--- config.mk ---
export PLATFORM = sky130hd
export DESIGN_NAME = ir_pipe_ctrl
export DESIGN_NICKNAME = d
export VERILOG_FILES = /design/src/rtl/ir_pipe_ctrl.sv
export SDC_FILE = /design/constraint.sdc
export NUM_CORES = 1
export LEC_CHECK = 0
export CAP_MARGIN = 5
export CELL_PAD_IN_SITES_DETAIL_PLACEMENT = 1
export CELL_PAD_IN_SITES_GLOBAL_PLACEMENT = 1
export CORE_MARGIN = 4
export CORE_UTILIZATION = 29
export CTS_CLUSTER_DIAMETER = 200
export CTS_CLUSTER_SIZE = 16
export DETAILED_ROUTE_END_ITERATION = 10
export GPL_ROUTABILITY_DRIVEN = 0
export GPL_TIMING_DRIVEN = 0
export PLACE_DENSITY_LB_ADDON = 0.2
export SLEW_MARGIN = 10
export SYNTH_ARGS = -nofsm -noshare
export SYNTH_HDL_FRONTEND = slang
export SYNTH_SLANG_ARGS = --single-unit
--- constraint.sdc ---
create_clock -name CLK -period 2.2 [get_ports CLK]
set_input_delay 0.33 -clock CLK [delete_from_list [all_inputs] [get_ports CLK]]
set_output_delay 0.33 -clock CLK [all_outputs]
set_load 0.02 [all_outputs]
--- src/rtl/ir_pipe_ctrl.sv ---
// IR/PC/valid pipeline register chain (DEC, EXE, MEM, WB) for the 5-stage OTTER, with
// load-use stall detection, decode-stage flush and saturating stall/flush event counters.
module ir_pipe_ctrl #(
    parameter logic [31:0] NOP_INSTR = 32'h00000013,
    parameter int          CNT_W     = 16
) (
    input  logic             CLK,
    input  logic             RST,
    input  logic [31:0]      IF_IR,
    input  logic [31:0]      IF_PC,
    input  logic             IF_VALID,
    input  logic             FLUSH,
    output logic             STALL,
    output logic [31:0]      DEC_IR,
    output logic [31:0]      DEC_PC,
    output logic [31:0]      EXE_IR,
    output logic [31:0]      EXE_PC,
    output logic [31:0]      MEM_IR,
    output logic [31:0]      MEM_PC,
    output logic [31:0]      WB_IR,
    output logic [31:0]      WB_PC,
    output logic             DEC_IR_EN,
    output logic             EXE_IR_EN,
    output logic             MEM_IR_EN,
    output logic             WB_IR_EN,
    output logic [CNT_W-1:0] STALL_COUNT,
    output logic [CNT_W-1:0] FLUSH_COUNT
);

    localparam logic [6:0] OPC_LOAD   = 7'b0000011;
    localparam logic [6:0] OPC_OP_IMM = 7'b0010011;
    localparam logic [6:0] OPC_STORE  = 7'b0100011;
    localparam logic [6:0] OPC_OP     = 7'b0110011;
    localparam logic [6:0] OPC_BRANCH = 7'b1100011;
    localparam logic [6:0] OPC_JALR   = 7'b1100111;
    localparam logic [6:0] OPC_SYSTEM = 7'b1110011;

    logic [6:0] opc_d;
    logic [2:0] f3_d;
    logic [4:0] rs1_d;
    logic [4:0] rs2_d;
    logic [4:0] rd_e;
    logic       use_rs1;
    logic       use_rs2;
    logic       load_e;

    assign opc_d  = DEC_IR[6:0];
    assign f3_d   = DEC_IR[14:12];
    assign rs1_d  = DEC_IR[19:15];
    assign rs2_d  = DEC_IR[24:20];
    assign rd_e   = EXE_IR[11:7];
    assign load_e = EXE_IR_EN && (EXE_IR[6:0] == OPC_LOAD) && (rd_e != 5'd0);

    // Source-register usage of the instruction sitting in DEC; LUI/AUIPC/JAL read nothing.
    always_comb begin
        use_rs1 = 1'b0;
        use_rs2 = 1'b0;
        case (opc_d)
            OPC_JALR, OPC_LOAD, OPC_OP_IMM: use_rs1 = 1'b1;
            OPC_BRANCH, OPC_STORE, OPC_OP: begin
                use_rs1 = 1'b1;
                use_rs2 = 1'b1;
            end
            OPC_SYSTEM: use_rs1 = (f3_d == 3'd1) || (f3_d == 3'd2) || (f3_d == 3'd3);
            default: begin
                use_rs1 = 1'b0;
                use_rs2 = 1'b0;
            end
        endcase
    end

    assign STALL = load_e && DEC_IR_EN &&
                   ((use_rs1 && (rs1_d == rd_e)) || (use_rs2 && (rs2_d == rd_e)));

    always_ff @(posedge CLK) begin
        if (RST) begin
            DEC_IR      <= NOP_INSTR;
            DEC_PC      <= 32'd0;
            DEC_IR_EN   <= 1'b0;
            EXE_IR      <= NOP_INSTR;
            EXE_PC      <= 32'd0;
            EXE_IR_EN   <= 1'b0;
            MEM_IR      <= NOP_INSTR;
            MEM_PC      <= 32'd0;
            MEM_IR_EN   <= 1'b0;
            WB_IR       <= NOP_INSTR;
            WB_PC       <= 32'd0;
            WB_IR_EN    <= 1'b0;
            STALL_COUNT <= '0;
            FLUSH_COUNT <= '0;
        end else begin
            WB_IR     <= MEM_IR;
            WB_PC     <= MEM_PC;
            WB_IR_EN  <= MEM_IR_EN;
            MEM_IR    <= EXE_IR;
            MEM_PC    <= EXE_PC;
            MEM_IR_EN <= EXE_IR_EN;
            if (STALL) begin
                // DEC holds; the load moves on and a bubble opens behind it.
                EXE_IR    <= NOP_INSTR;
                EXE_PC    <= 32'd0;
                EXE_IR_EN <= 1'b0;
                if (STALL_COUNT != {CNT_W{1'b1}}) begin
                    STALL_COUNT <= STALL_COUNT + 1'b1;
                end
            end else begin
                EXE_IR    <= DEC_IR;
                EXE_PC    <= DEC_PC;
                EXE_IR_EN <= DEC_IR_EN;
                if (FLUSH || !IF_VALID) begin
                    DEC_IR    <= NOP_INSTR;
                    DEC_PC    <= 32'd0;
                    DEC_IR_EN <= 1'b0;
                end else begin
                    DEC_IR    <= IF_IR;
                    DEC_PC    <= IF_PC;
                    DEC_IR_EN <= 1'b1;
                end
                if (FLUSH && (FLUSH_COUNT != {CNT_W{1'b1}})) begin
                    FLUSH_COUNT <= FLUSH_COUNT + 1'b1;
                end
            end
        end
    end

endmodule

==> out/qor.csv, run 1 <==
metric,value,unit
status,finished with violations,
violations,setup timing,
critical_path_class,reg2out,
finalSetupViolCount,22,
clk_path_buf_depth,3,
n_fill_cell,3305,
gr-total-overflow,0,
syn_inst,808,
die_width,186,um
yosysTopAreaCellShare,63.8,%
syn_area_per_cell,11.3,um^2
placed_cells,1563,
dieArea,34500,um^2
yosys.area_share.simple,21.3,%
clkLatencyLatePin,520,ps
core_area,30900,um^2
reg2regPathDepth,8,
finalNonFillerCells,1606,
period_minus_slack,2310,ps
fp.dieH,186,um
io_pins,361,
portBuffers,359,
slew_headroom,50.1,%
synth_warnings,0,
cts_buffers,22,
cp_max_fo,3,
min_to,DEC_IR[3],
ir_drop,0.444,mV
synth_top_family_by_area,simple AND/OR/NAND/NOR gates,
syn_to_final_growth,57.5,%
hold-worst-slack,367,ps
holdCritStartpoint,IF_IR[3],
worst_r2r_endpoint,FLUSH_COUNT[10],
drc,0,
synthTopCellsByArea,"dfxtp_1 64%, nor2b_1 9.3%, a22o_1 5.7%",
tritoncts_num_sinks,292,
hold_depth,2,
crit_slowest_cell,dfxtp_4,
htreeDepth,1,
design_area,14400,um^2
placed_area,13300,um^2
power.leakage,5.36,nW
drtPass1Iterations,7,
worst_ep_arrival_time,1980,ps
path_clk_slew,80,ps
syn-cell-area,9170,um^2
vias,7314,
hold_viol,0,
ys_types,46,
ant_nets,0,
synth_fa_ha_area_share,0.273,%
fin_skew,18.2,ps
grt_pass1_wl,48000,um
crit_path_end_kind,output port,
synth.top_cells.by_count,"292 x dfxtp_1, 136 x nor2b_1, 65 x and2_1",
routed_via_density,4.55,
routed_wl,33100,um
maxCapViolCount,0,
cts_tree,yes,
synth.area.mux_share,1.09,%
r2r_slack,-50,ps
cp.required,1870,ps
start_util,29.7,%
synth_fp_nets,878,
drt_iter0_drc,295,
finalMaxSlewViolations,0,
synth_edf_count,0,
cts-hold-fix-buffers,0,
powerDensity,676,nW/um^2
rsz0062_at_grt,true,
worst_pin_slew,749,ps
ys_ff_latch,292,
drive_above_1_share,12.0,%
final_nets,1279,
cp-start-kind,flop,
min_path_type,in2reg,
wl_per_cell,20.6,um
ys_seq_area_share,63.8,%
cts_root_buf,clkbuf_16,
fin_ws,-109,ps
synth_ff_type,dfxtp_1,
grt_pass1_vias,7545,
antenna_found_initial,1,
grt_max_degree,17,
path_cells,xor2_4 -> a2111oi_4 -> a32o_2 -> nand2_4 -> inv_4 -> buf_6,
min_period_over_period,105,%
hpwl,24900,um
cpPeakStageDelay,370,ps
synth_compound_area_share,9.81,%
startpoint,DEC_IR[15],
fp-row-count,64,
async_flop_share,0,%
grt_use_total,18.0,%
max_freq,433,MHz
yosysMostFrequentCell,dfxtp_1,
worstReg2RegStart,EXE_IR[7],
yosys.area.top_type,dfxtp_1,
synth_xor_area_share,1.05,%
## cells by family (layout without fill, tap and decap cells)
group	count (synthesis)	count (layout)
compound gates	114	114
xor+xnor	11	11
fa+ha+maj	2	2
buf+inv	58	458
flops	292	292
mux	9	9
other cells	0	1
simple gates	322	323
## sequential cells by signal (all words and copies together), names as in the netlist, 32 cells and up
register	count
DEC_IR	32
DEC_PC	32
EXE_IR	32
EXE_PC	32
MEM_IR	32
MEM_PC	32
WB_IR	32
WB_PC	32
## per-layer routing
layer | vias up | routed length (um) | part of all wire (%) | GRT usage [%]
met5 | - | 13 | 0.039 | 0
met4 | 2 | 603 | 1.8 | 3.79
met3 | 37 | 2400 | 7.2 | 4.73
met2 | 219 | 16600 | 50 | 31.8
met1 | 3520 | 13500 | 41 | 22.1
li1 | 3536 | - | - | -
## power breakdown
part	internal [W]	switching (W)	leakage (nW)
clock	0.00186	0.00185	0.290
sequential	0.00535	0.0000579	2.37
combinational	0.000324	0.000326	2.70
## worst max-delay path: cells and delay by family (launching register included)
family | cells | cell delay [ps]
xor gates and xnor gates | 1 | 190
AOI/OAI and AO/OA | 2 | 630
DFF | 1 | 370
buffers and inverters | 2 | 180
and+or+nand+nor | 1 | 90
## final cells by class
| cell class | instances | area [um^2] | area share, % |
|---|---|---|---|
| sequential | 292 | 5890 | 40.8 |
| timing repair buffer | 379 | 3790 | 26.2 |
| multi-input combinational | 459 | 3360 | 23.3 |
| clock buffer | 23 | 576 | 3.99 |
| tap | 396 | 495 | 3.43 |
| buffer | 47 | 275 | 1.91 |
| inverter | 8 | 32.5 | 0.225 |
| clock inverter | 1 | 16.3 | 0.113 |
| antenna | 1 | 2.50 | 0.0173 |
## through the flow
step / setup TNS [ps] / utilization (%) / setup WS [ps] / power (W)
floorplan: 0 / - / 18.3 / 0.00577
global placement: -86280 / 42.9 / -863 / 0.00615
detailed placement: -95690 / 42.9 / -893 / 0.00616
CTS: -3570 / 45.8 / -74.7 / 0.00991
global route: -15610 / 46.7 / -185 / 0.0102
finish: -692 / 46.7 / -109 / 0.00977
## what timing repair did
| action | 4_1_cts | 5_1_grt |
|---|---|---|
| pin swaps | 11 | 14 |
| resized for setup | 79 | 49 |
| hold endpoints to repair | 0 | 0 |
| gates cloned | 0 | 4 |
| endpoints found under the setup margin | 162 | 151 |
| buffers inserted | 8 | 9 |
## cells in the final DEF, fill, tap and decap left out, types with 13 or more instances in the layout
cell,netlist,final
buf_4,0,17
clkbuf_1,30,20
nor2_1,24,23
clkbuf_16,0,25
and2_1,65,64
nand2_1,14,13
clkdlybuf4s50_1,0,358
a22o_1,60,60
nand3_1,15,14
a21oi_1,23,16
dfxtp_1,292,271
nor2b_1,136,136
o31ai_1,14,14
## how the worst max path moves through the flow
stage	depth (start not counted)	to	slack (ps)
after floorplan	7	STALL_COUNT[7]	20
after global placement	7	DEC_IR[11]	-860
final	6	STALL	-110
after CTS	6	STALL	-70
after detailed placement	7	DEC_IR[10]	-890
after global routing	6	STALL	-180
(Power assumes the default switching activity.)
==> run 2, diff against run 1 <==
Settings changed: GPL_TIMING_DRIVEN 0 to default.
==> run 2 against run 1 <==
Against the previous run:
- the flow still finishes with violations (setup timing)
- cell count is 0.37% higher
- hold slack worse by 310 ps
- register-to-register slack got worse by 40 ps
- maximum frequency is 0.67% higher
- critical path type is now reg2reg
- highest routed layer unchanged
==> out/qor.csv, run 2 (synthesis results as in run 1) <==
metric,value,unit
status,finished with violations,
violations,setup timing,
start_util,29.7,%
hold_viol,0,
cp_max_fo,5,
critical_path_class,reg2reg,
max_freq,436,MHz
portBuffers,360,
startpoint,DEC_IR[6],
antenna_found_initial,2,
final_util,47.2,%
period_minus_slack,2290,ps
crit_slowest_cell,dfxtp_2,
drive_above_1_share,13.3,%
cpPeakStageDelay,340,ps
cts-hold-fix-buffers,0,
hold-worst-slack,61.4,ps
dieArea,34500,um^2
path_delay_family,simple AND/OR/NAND/NOR gates,
drtPass1Iterations,4,
tritoncts_num_sinks,292,
final_common_cell,clkdlybuf4s50_1,
drc,0,
fin_ws,-93.5,ps
slew_headroom,70.4,%
finalSetupViolCount,11,
grt_pass1_wl,46500,um
cp.required,2610,ps
cts_root_buf,clkbuf_16,
tns,-581,ps
cts_tree,yes,
worstReg2RegStart,DEC_IR[6],
hold_depth,2,
design_area,14600,um^2
powerDensity,667,nW/um^2
fp-row-count,64,
finalMaxSlewViolations,0,
rsz0062_at_grt,true,
grt_max_degree,89,
ant_nets,0,
pre_cts_ws,-192,ps
maxCapViolCount,0,
core_area,30900,um^2
fp.dieH,186,um
cp-start-kind,flop,
grt_use_total,17.2,%
routed_wl,31800,um
die_width,186,um
critPathMostFrequentCell,buf_4,
critical_path_buf_inv_count,4,
final_nets,1286,
setup.worst_path.end,STALL_COUNT[4],
syn_to_final_growth,59.0,%
worst_pin_slew,443,ps
worst-path-stages,10,
routed_via_density,4.55,
reg2regPathDepth,10,
hpwl,23300,um
power.leakage,5.47,nW
n_antenna_cell,0,
drt_iter0_drc,273,
min_period_over_period,104,%
path_clk_slew,80,ps
cts_buffers,22,
path_cells,nor2b_2 -> buf_4 -> nor4_1 -> nand3_1 -> buf_4 -> o2bb2ai_4 -> buf_4 -> buf_4 -> a21oi_1 -> a31o_2,
io_pins,361,
crit_path_end_kind,flop,
wl_per_cell,19.7,um
worst_r2r_endpoint,STALL_COUNT[4],
r2r_slack,-90,ps
gr-total-overflow,0,
vias,7327,
min_path_type,in2reg,
fin_skew,35.5,ps
clkLatencyLatePin,530,ps
clk_path_buf_depth,3,
grt_pass1_vias,7684,
placed_area,13700,um^2
final_cell_mix,"358 x clkdlybuf4s50_1, 285 x dfxtp_1, 135 x nor2b_1",
worst_ep_arrival_time,2710,ps
htreeDepth,1,
ir_drop,0.459,mV
[run 2: cell count changes in the layout (fill, tap and decap cells not counted), sizes merged]
cell,previous run,this run
clkinv,1,2
diode,1,0
o2bb2ai,1,2
buf,39,75
clkbuf,52,22
and2,66,65
[run 2: what timing repair did]
item                       CTS  global route
pin swaps                    4            13
setup endpoints to repair  108           116
gates cloned                 0             1
buffers inserted             2             5
hold endpoints to repair     0             0
gates resized for setup     24            36
[run 2: routing by layer]
layer | wire length (um) | global-route usage [%] | vias to the layer above
met5 | 33 | 0 | -
met4 | 1030 | 5.13 | 4
met3 | 1940 | 4.38 | 54
met2 | 15800 | 30.2 | 207
met1 | 13000 | 20.6 | 3526
li1 | - | - | 3536
[run 2: worst register-to-register path: stages, from the launching register on]
cell and delay [ps]:
dfxtp_2 340, nor2b_2 170, buf_4 130, nor4_1 330, nand3_1 210, buf_4 210
o2bb2ai_4 270, buf_4 170, buf_4 100, a21oi_1 50, a31o_2 210
[run 2: worst min path at each step]
stage,startpoint,to
after floorplan,IF_IR[0],DEC_IR[0]
after global placement,MEM_IR[4],WB_IR[4]
after detailed placement,MEM_IR[4],WB_IR[4]
after CTS,RST,STALL_COUNT[15]
after global routing,RST,STALL_COUNT[15]
final,RST,STALL_COUNT[15]
[run 2: final cells by class]
class,count,area (um^2)
inverters,8,30.0
well taps,396,495
flip-flops and latches,292,5850
multi-input cells,459,3350
clock inverters,2,32.5
repair buffers,433,4270
fillers,3247,16300
clock buffers,22,551
[run 2: where the power goes]
| part | switching [W] | internal, W | leakage, nW | total, W |
|---|---|---|---|---|
| sequential | 0.0000528 | 0.00536 | 2.37 | 0.00541 |
| combinational | 0.000323 | 0.000347 | 2.82 | 0.000670 |
| clock | 0.00184 | 0.00180 | 0.285 | 0.00364 |
| total | 0.00222 | 0.00750 | 5.47 | 0.00972 |
[run 2: per-stage QoR]
stage               total power, W  std cells
floorplan                  0.00577        808
global placement           0.00617       1580
detailed placement         0.00618       1580
CTS                        0.00988       1606
global route                0.0101       1612
finish                     0.00972       1612
